File: src/rtl/pc_pkg.sv
// ============================================================================
// Module      : pc_pkg
// Description : Shared types and default constants for the PC/branch stage.
// Revision    : 1.0 - initial release
// ============================================================================
`default_nettype none

package pc_pkg;

    typedef enum logic [1:0] {
        BOOT  = 2'd0,
        FETCH = 2'd1,
        EXEC  = 2'd2,
        ERR   = 2'd3
    } pc_state_e;

    localparam int          PC_WIDTH_DEF     = 16;
    localparam logic [15:0] RESET_VECTOR_DEF = 16'h0000;
    localparam int          TIMEOUT_DEF      = 15;

endpackage

`default_nettype wire

File: src/rtl/pc_next_calc.sv
// ============================================================================
// Module      : pc_next_calc
// Description : Combinational next-PC select: return > taken branch > sequential.
// Revision    : 1.0 - initial release
// ============================================================================
`default_nettype none

module pc_next_calc
    import pc_pkg::*;
#(
    parameter int PC_WIDTH = PC_WIDTH_DEF
) (
    input  logic [PC_WIDTH-1:0] pc_i,
    input  logic [PC_WIDTH-1:0] offset_i,
    input  logic                branch_taken_i,
    input  logic                ret_en_i,
    input  logic [PC_WIDTH-1:0] link_i,
    output logic [PC_WIDTH-1:0] next_pc_o
);

    logic [PC_WIDTH-1:0] w_seq_pc;

    // All arithmetic wraps modulo 2^PC_WIDTH; carries are dropped.
    assign w_seq_pc = pc_i + PC_WIDTH'(1);

    always_comb begin
        next_pc_o = w_seq_pc;
        if (ret_en_i) begin
            next_pc_o = link_i;
        end else if (branch_taken_i) begin
            next_pc_o = w_seq_pc + offset_i;
        end
    end

endmodule

`default_nettype wire

File: src/rtl/pc_branch_unit.sv
// ============================================================================
// Module      : pc_branch_unit
// Description : PC register, imem fetch FSM with timeout, branch resolution.
//               Optional call/return link register under PC_LINK_REG_EN.
// Revision    : 1.0 - initial release
// ============================================================================
`default_nettype none

module pc_branch_unit
    import pc_pkg::*;
#(
    parameter int                PC_WIDTH     = PC_WIDTH_DEF,
    parameter int                INSTR_WIDTH  = 16,
    parameter logic [PC_WIDTH-1:0] RESET_VECTOR = PC_WIDTH'(RESET_VECTOR_DEF),
    parameter int                TIMEOUT      = TIMEOUT_DEF
) (
    input  logic                   clk,
    input  logic                   reset,
    output logic                   imem_req,
    output logic [PC_WIDTH-1:0]    imem_addr,
    input  logic                   imem_ready,
    input  logic [INSTR_WIDTH-1:0] imem_rdata,
    output logic [INSTR_WIDTH-1:0] instr,
    output logic                   instr_valid,
    input  logic                   stall,
    input  logic                   branch_taken,
    input  logic [PC_WIDTH-1:0]    offset,
    input  logic                   call_en,
    input  logic                   ret_en,
    output logic [PC_WIDTH-1:0]    link_out,
    output logic                   fetch_err
);

    localparam int CNT_W = (TIMEOUT < 1) ? 1 : $clog2(TIMEOUT + 1);

    pc_state_e               state_q, state_d;
    logic [PC_WIDTH-1:0]     pc_q, pc_d;
    logic [INSTR_WIDTH-1:0]  instr_q, instr_d;
    logic [CNT_W-1:0]        cnt_q, cnt_d;
    logic                    fetch_err_q, fetch_err_d;

    logic                    w_exec_exit;
    logic                    w_ret;
    logic [PC_WIDTH-1:0]     w_link;
    logic [PC_WIDTH-1:0]     w_next_pc;

    assign w_exec_exit = (state_q == EXEC) && !stall;

`ifdef PC_LINK_REG_EN
    logic [PC_WIDTH-1:0] link_q, link_d;

    // A combined call+ret is treated as a return; the link is left alone.
    always_comb begin
        link_d = link_q;
        if (w_exec_exit && call_en && branch_taken && !ret_en) begin
            link_d = pc_q + PC_WIDTH'(1);
        end
    end

    always_ff @(posedge clk) begin
        if (reset) begin
            link_q <= '0;
        end else begin
            link_q <= link_d;
        end
    end

    assign w_ret  = ret_en;
    assign w_link = link_q;
`else
    logic w_unused;
    assign w_unused = &{1'b0, call_en, ret_en};
    assign w_ret    = 1'b0;
    assign w_link   = '0;
`endif

    pc_next_calc #(
        .PC_WIDTH (PC_WIDTH)
    ) u_next_calc (
        .pc_i           (pc_q),
        .offset_i       (offset),
        .branch_taken_i (branch_taken),
        .ret_en_i       (w_ret),
        .link_i         (w_link),
        .next_pc_o      (w_next_pc)
    );

    always_comb begin
        state_d     = state_q;
        pc_d        = pc_q;
        instr_d     = instr_q;
        cnt_d       = cnt_q;
        fetch_err_d = fetch_err_q;
        case (state_q)
            BOOT: begin
                state_d = FETCH;
            end
            FETCH: begin
                if (imem_ready) begin
                    instr_d = imem_rdata;
                    cnt_d   = '0;
                    state_d = EXEC;
                end else if (cnt_q == CNT_W'(TIMEOUT)) begin
                    cnt_d       = '0;
                    fetch_err_d = 1'b1;
                    state_d     = ERR;
                end else begin
                    cnt_d = cnt_q + CNT_W'(1);
                end
            end
            EXEC: begin
                if (!stall) begin
                    pc_d    = w_next_pc;
                    state_d = FETCH;
                end
            end
            ERR: begin
                state_d = ERR;
            end
            default: begin
                state_d = BOOT;
            end
        endcase
    end

    always_ff @(posedge clk) begin
        if (reset) begin
            state_q     <= BOOT;
            pc_q        <= RESET_VECTOR;
            instr_q     <= '0;
            cnt_q       <= '0;
            fetch_err_q <= 1'b0;
        end else begin
            state_q     <= state_d;
            pc_q        <= pc_d;
            instr_q     <= instr_d;
            cnt_q       <= cnt_d;
            fetch_err_q <= fetch_err_d;
        end
    end

    assign imem_req    = (state_q == FETCH);
    assign imem_addr   = pc_q;
    assign instr       = instr_q;
    assign instr_valid = (state_q == EXEC);
    assign fetch_err   = fetch_err_q;
    assign link_out    = w_link;

endmodule

`default_nettype wire
File: config.mk
export PLATFORM = sky130hd
export DESIGN_NAME = pc_branch_unit
export DESIGN_NICKNAME = d
export VERILOG_FILES = /design/src/rtl/pc_pkg.sv /design/src/rtl/pc_next_calc.sv /design/src/rtl/pc_branch_unit.sv
export SDC_FILE = /design/constraint.sdc
export NUM_CORES = 1
export LEC_CHECK = 0
export ABC_AREA = 1
export ABC_CLOCK_PERIOD_IN_PS = 2600
export BUFFER_PORTS_ARGS = -buffer_cell sky130_fd_sc_hd__buf_4
export CAP_MARGIN = 20
export CORE_ASPECT_RATIO = 2
export CORE_MARGIN = 2
export CORE_UTILIZATION = 35
export CTS_CLUSTER_DIAMETER = 60
export DETAILED_ROUTE_END_ITERATION = 6
export PLACE_DENSITY_LB_ADDON = 0.12
export SETUP_SLACK_MARGIN = 0.1
export SLEW_MARGIN = 20
export SYNTH_ARGS = -nofsm -noshare
export SYNTH_HDL_FRONTEND = slang
export SYNTH_SLANG_ARGS = --single-unit
File: constraint.sdc
create_clock -name clk -period 2.6 [get_ports clk]
set_input_delay 0.52 -clock clk [delete_from_list [all_inputs] [get_ports clk]]
set_output_delay 0.52 -clock clk [all_outputs]
set_load 0.01 [all_outputs]
==> impl_metrics.csv <==
group,metric,value,unit
yosys,yosys_warnings,0,
worst_setup_path,critPathBufInv,3,
sta,fin_crit_sh,89.7,%
detailed_routing,wl_met2,4940,microns
global_route,grt_pass1_vias,3020,
yosys,post_synth_fa_ha_maj_area_fraction,9.42,%
pwr,peakVddDrop,470,uV
pwr,power_density,436,nW/um^2
worst_setup_path,critical-path-max-stage-delay,0.37,ns
yosys,yosysUniqueCellTypes,40,
worst_setup_path,crit_family,"simple AND/OR/NAND/NOR gates",
floorplanning,io_pins,90,
yosys,ys_seq_area_share,26.0,%
worst_setup_path,cp_slowest_cell,"dfxtp_4",
min_path,hp-class,"flop to flop",
yosys,ys_top_cells_by_area,"dfxtp_1, nand2_1, ha_1",
sta,finalSetupViolations,0,
worst_setup_path,crit_required,2.82,ns
floorplanning,die-width,69.5,microns
run_status,outcome,"completed",
yosys,synth_enable_flop_cells,0,
clocking,clockBufferDepth,2,
clocking,cts_hold_buf,0,
yosys,synthArstFlopShare,0,%
yosys,synth_top_area_share,26.0,%
detailed_routing,dr_wl_met3,338,microns
clocking,cts_tree,"built",
yosys,ys.flop_type,"dfxtp_1",
detailed_routing,routed_via_density,4.82,
sta,fin_crit,2.33,ns
worst_setup_path,cp-start-kind,"flop",
layout,final_util,48.1,%
yosys,synth.avg_cell_area,6.34,sq um
global_route,grt_max_degree,29,
clocking,root_buffer,"clkbuf_16",
detailed_routing,first_pass_iters,5,
yosys,synth_cells,473,
place,port-buffer-count,71,
place,placed_cell_area,3610,sq um
yosys,synth_compound_area_share,14.1,%
worst_setup_path,cp_max_fo,6,
place,dpl.hpwl,6820,microns
sta,rsz0062_at_grt,"false",
detailed_routing,finalWirelength,8510,microns
worst_setup_path,crit_chain,"ha_4 > nand2_4 > inv_2 > nand2_1 > inv_2 > a31o_2 > and2_4 > ha_4 > nand2_1 > inv_1 > nand2_1 > nand2_1 > a21oi_1 > nand2_2 > nand3_1 > nand3_2 > a21oi_2",
detailed_routing,num_vias,3126,
yosys,synth_area_leader_cell,"dfxtp_1",
yosys,yosys.area_share.simple,33.7,%
run,drv_cap,0,
detailed_routing,maxUsedRoutingLayer,"met4",
layout,antenna_cells,0,
layout,final_nets,610,
sta,tns,0,ns
global_route,track_usage,18.1,%
floorplanning,dieArea,9370,sq um
clocking,cts_htree_levels,2,
global_route,antenna_found_initial,0,
detailed_routing,wl_met1,3090,microns
floorplanning,die_y,135,microns
floorplanning,core_area,8290,sq um
place,place_congestion,0.876,
layout,drive_gt1_share,26.5,%
clocking,cts_buffers,5,
sta,finClkSkew,0.00200,ns
sta,hold_viol_final,0,
detailed_routing,drc,0,
clocking,clk_pin_slew_worst_paths,0.06,ns
global_route,overflow,0,
worst_setup_path,crit_path_frequent_cell,"nand2_1",
yosys,synth.mux.area_fraction,0,%
yosys,synth-xor-area-share,3.21,%
worst_setup_path,path_class,"flop to flop",
detailed_routing,ant_nets,0,
detailed_routing,wl_per_cell,13.1,microns
clocking,cts.sinks,39,
sta,report.final.slew_viol_count,0,
global_route,grt_pass1_wl,13800,microns
sta,max_freq,429,MHz
yosys,ys_ff_latch,39,
layout,syn_to_final_growth,32.9,%
floorplanning,rows,47,
yosys,netlist_area,3000,sq um
clocking,clock_latency,0.28,ns
worst_setup_path,end_kind,"flop",
layout,final_cell_area,3990,sq um
pwr,leakage,1.97,nW
floorplanning,initial_core_util,36.2,%
detailed_routing,drt_iter0_drc,75,
worst_setup_path,critical_path_arrival,2.55,ns
yosys,synth_top_family_by_area,"simple AND/OR/NAND/NOR gates",
==> final cells by class <==
type | instances | area (sq um)
tap | 98 | 123
fill | 882 | 4310
inverter | 62 | 233
clock inverter | 2 | 35.0
clock buffer | 6 | 139
sequential | 39 | 805
multi-input combinational | 360 | 2040
timing repair buffer | 81 | 608
==> worst register-to-register path, cell delays in order, from the launching register on <==
cell     delay [ns]
dfxtp_4        0.37
ha_4           0.17
nand2_4        0.10
inv_2          0.05
nand2_1        0.07
inv_2          0.06
a31o_2         0.21
and2_4         0.14
ha_4           0.22
nand2_1        0.10
inv_1          0.06
nand2_1        0.06
nand2_1        0.09
a21oi_1        0.19
nand2_2        0.09
nand3_1        0.10
nand3_2        0.08
a21oi_2        0.11
==> path summary, 6_finish.rpt <==
| path | endpoint | startpoint | cells past startpoint | slack [ns] |
|---|---|---|---|---|
| worst max-delay path | imem_addr[15] | imem_addr[0] | 17 | 0.27 |
| worst min-delay path | instr[11] | instr[11] | 2 | 0.47 |
| worst max register to register | imem_addr[15] | imem_addr[0] | 17 | 0.27 |
| worst min register to register | instr[11] | instr[11] | 2 | 0.47 |
==> what timing repair did <==
action                     4_1_cts  5_1_grt
setup endpoints to repair        5       10
gates resized for setup          5       46
pin swaps                        0        8
setup buffers                    0        1
==> placed cells by master, fill, tap and decap left out, types with 4 or more instances in the layout <==
cell       netlist  routed
nand2_1        140     134
buf_4           16      81
inv_1           59      57
a21oi_1         43      38
nand3_1         35      32
dfxtp_1         39      28
nor2_1          27      24
o21ai_0         18      17
conb_1           1      16
ha_1            21      15
nand2_2          8      13
xor2_1           8       7
dfxtp_2          0       7
a21oi_2          1       6
ha_4             0       6
nor2_4           3       5
a31oi_1          5       5
nor3_1           7       5
clkbuf_16        0       5
nand3_2          1       4
nand4_1          4       4
o21ai_1          3       4
dfxtp_4          0       4
==> cell families after synthesis <==
family | count (synthesis)
xor+xnor | 11
buf+inv | 89
simple gates | 233
fa+ha+maj | 22
flops | 39
compound gates | 78
other cells | 1
==> report_power, final <==
part / internal (W) / switching (W)
Clock: 0.000477 / 0.000242
Sequential: 0.000623 / 0.0000257
Combinational: 0.000162 / 0.000209
==> per-stage QoR <==
step	hold slack [ns]	power [W]	std cells	setup WS, ns
3_5_place_dp	0.460	0.00101	639	0.00758
5_1_grt	0.494	0.00183	648	0.0787
2_1_floorplan	0.445	0.000889	488	0.315
6_report	0.466	0.00174	648	0.269
3_3_place_gp	0.452	0.00101	639	0.0236
4_1_cts	0.470	0.00174	647	0.0697
==> flip-flops by register name, summed over array words and instances, names as in the netlist <==
signal,cells
state_q,2
cnt_q,4
imem_addr,16
fetch_err,1
instr,16
==> cell usage after synthesis, drive strengths merged (2+ instances only) <==
| library cell | number |
|---|---|
| a21o | 2 |
| a21oi | 44 |
| a31oi | 5 |
| buf | 21 |
| clkbuf | 6 |
| clkinv | 2 |
| dfxtp | 39 |
| ha | 21 |
| inv | 60 |
| nand2 | 148 |
| nand3 | 36 |
| nand3b | 3 |
| nand4 | 4 |
| nor2 | 32 |
| nor3 | 7 |
| o21ai | 21 |
| xnor2 | 3 |
| xor2 | 8 |
==> metal layers <==
metal	vias to the layer above	track usage, %
met5	-	0
met1	1404	17.6
met2	71	37.4
met4	0	5.77
li1	1642	-
met3	9	3.06
No activity file was read; power rests on OpenSTA's default activity.
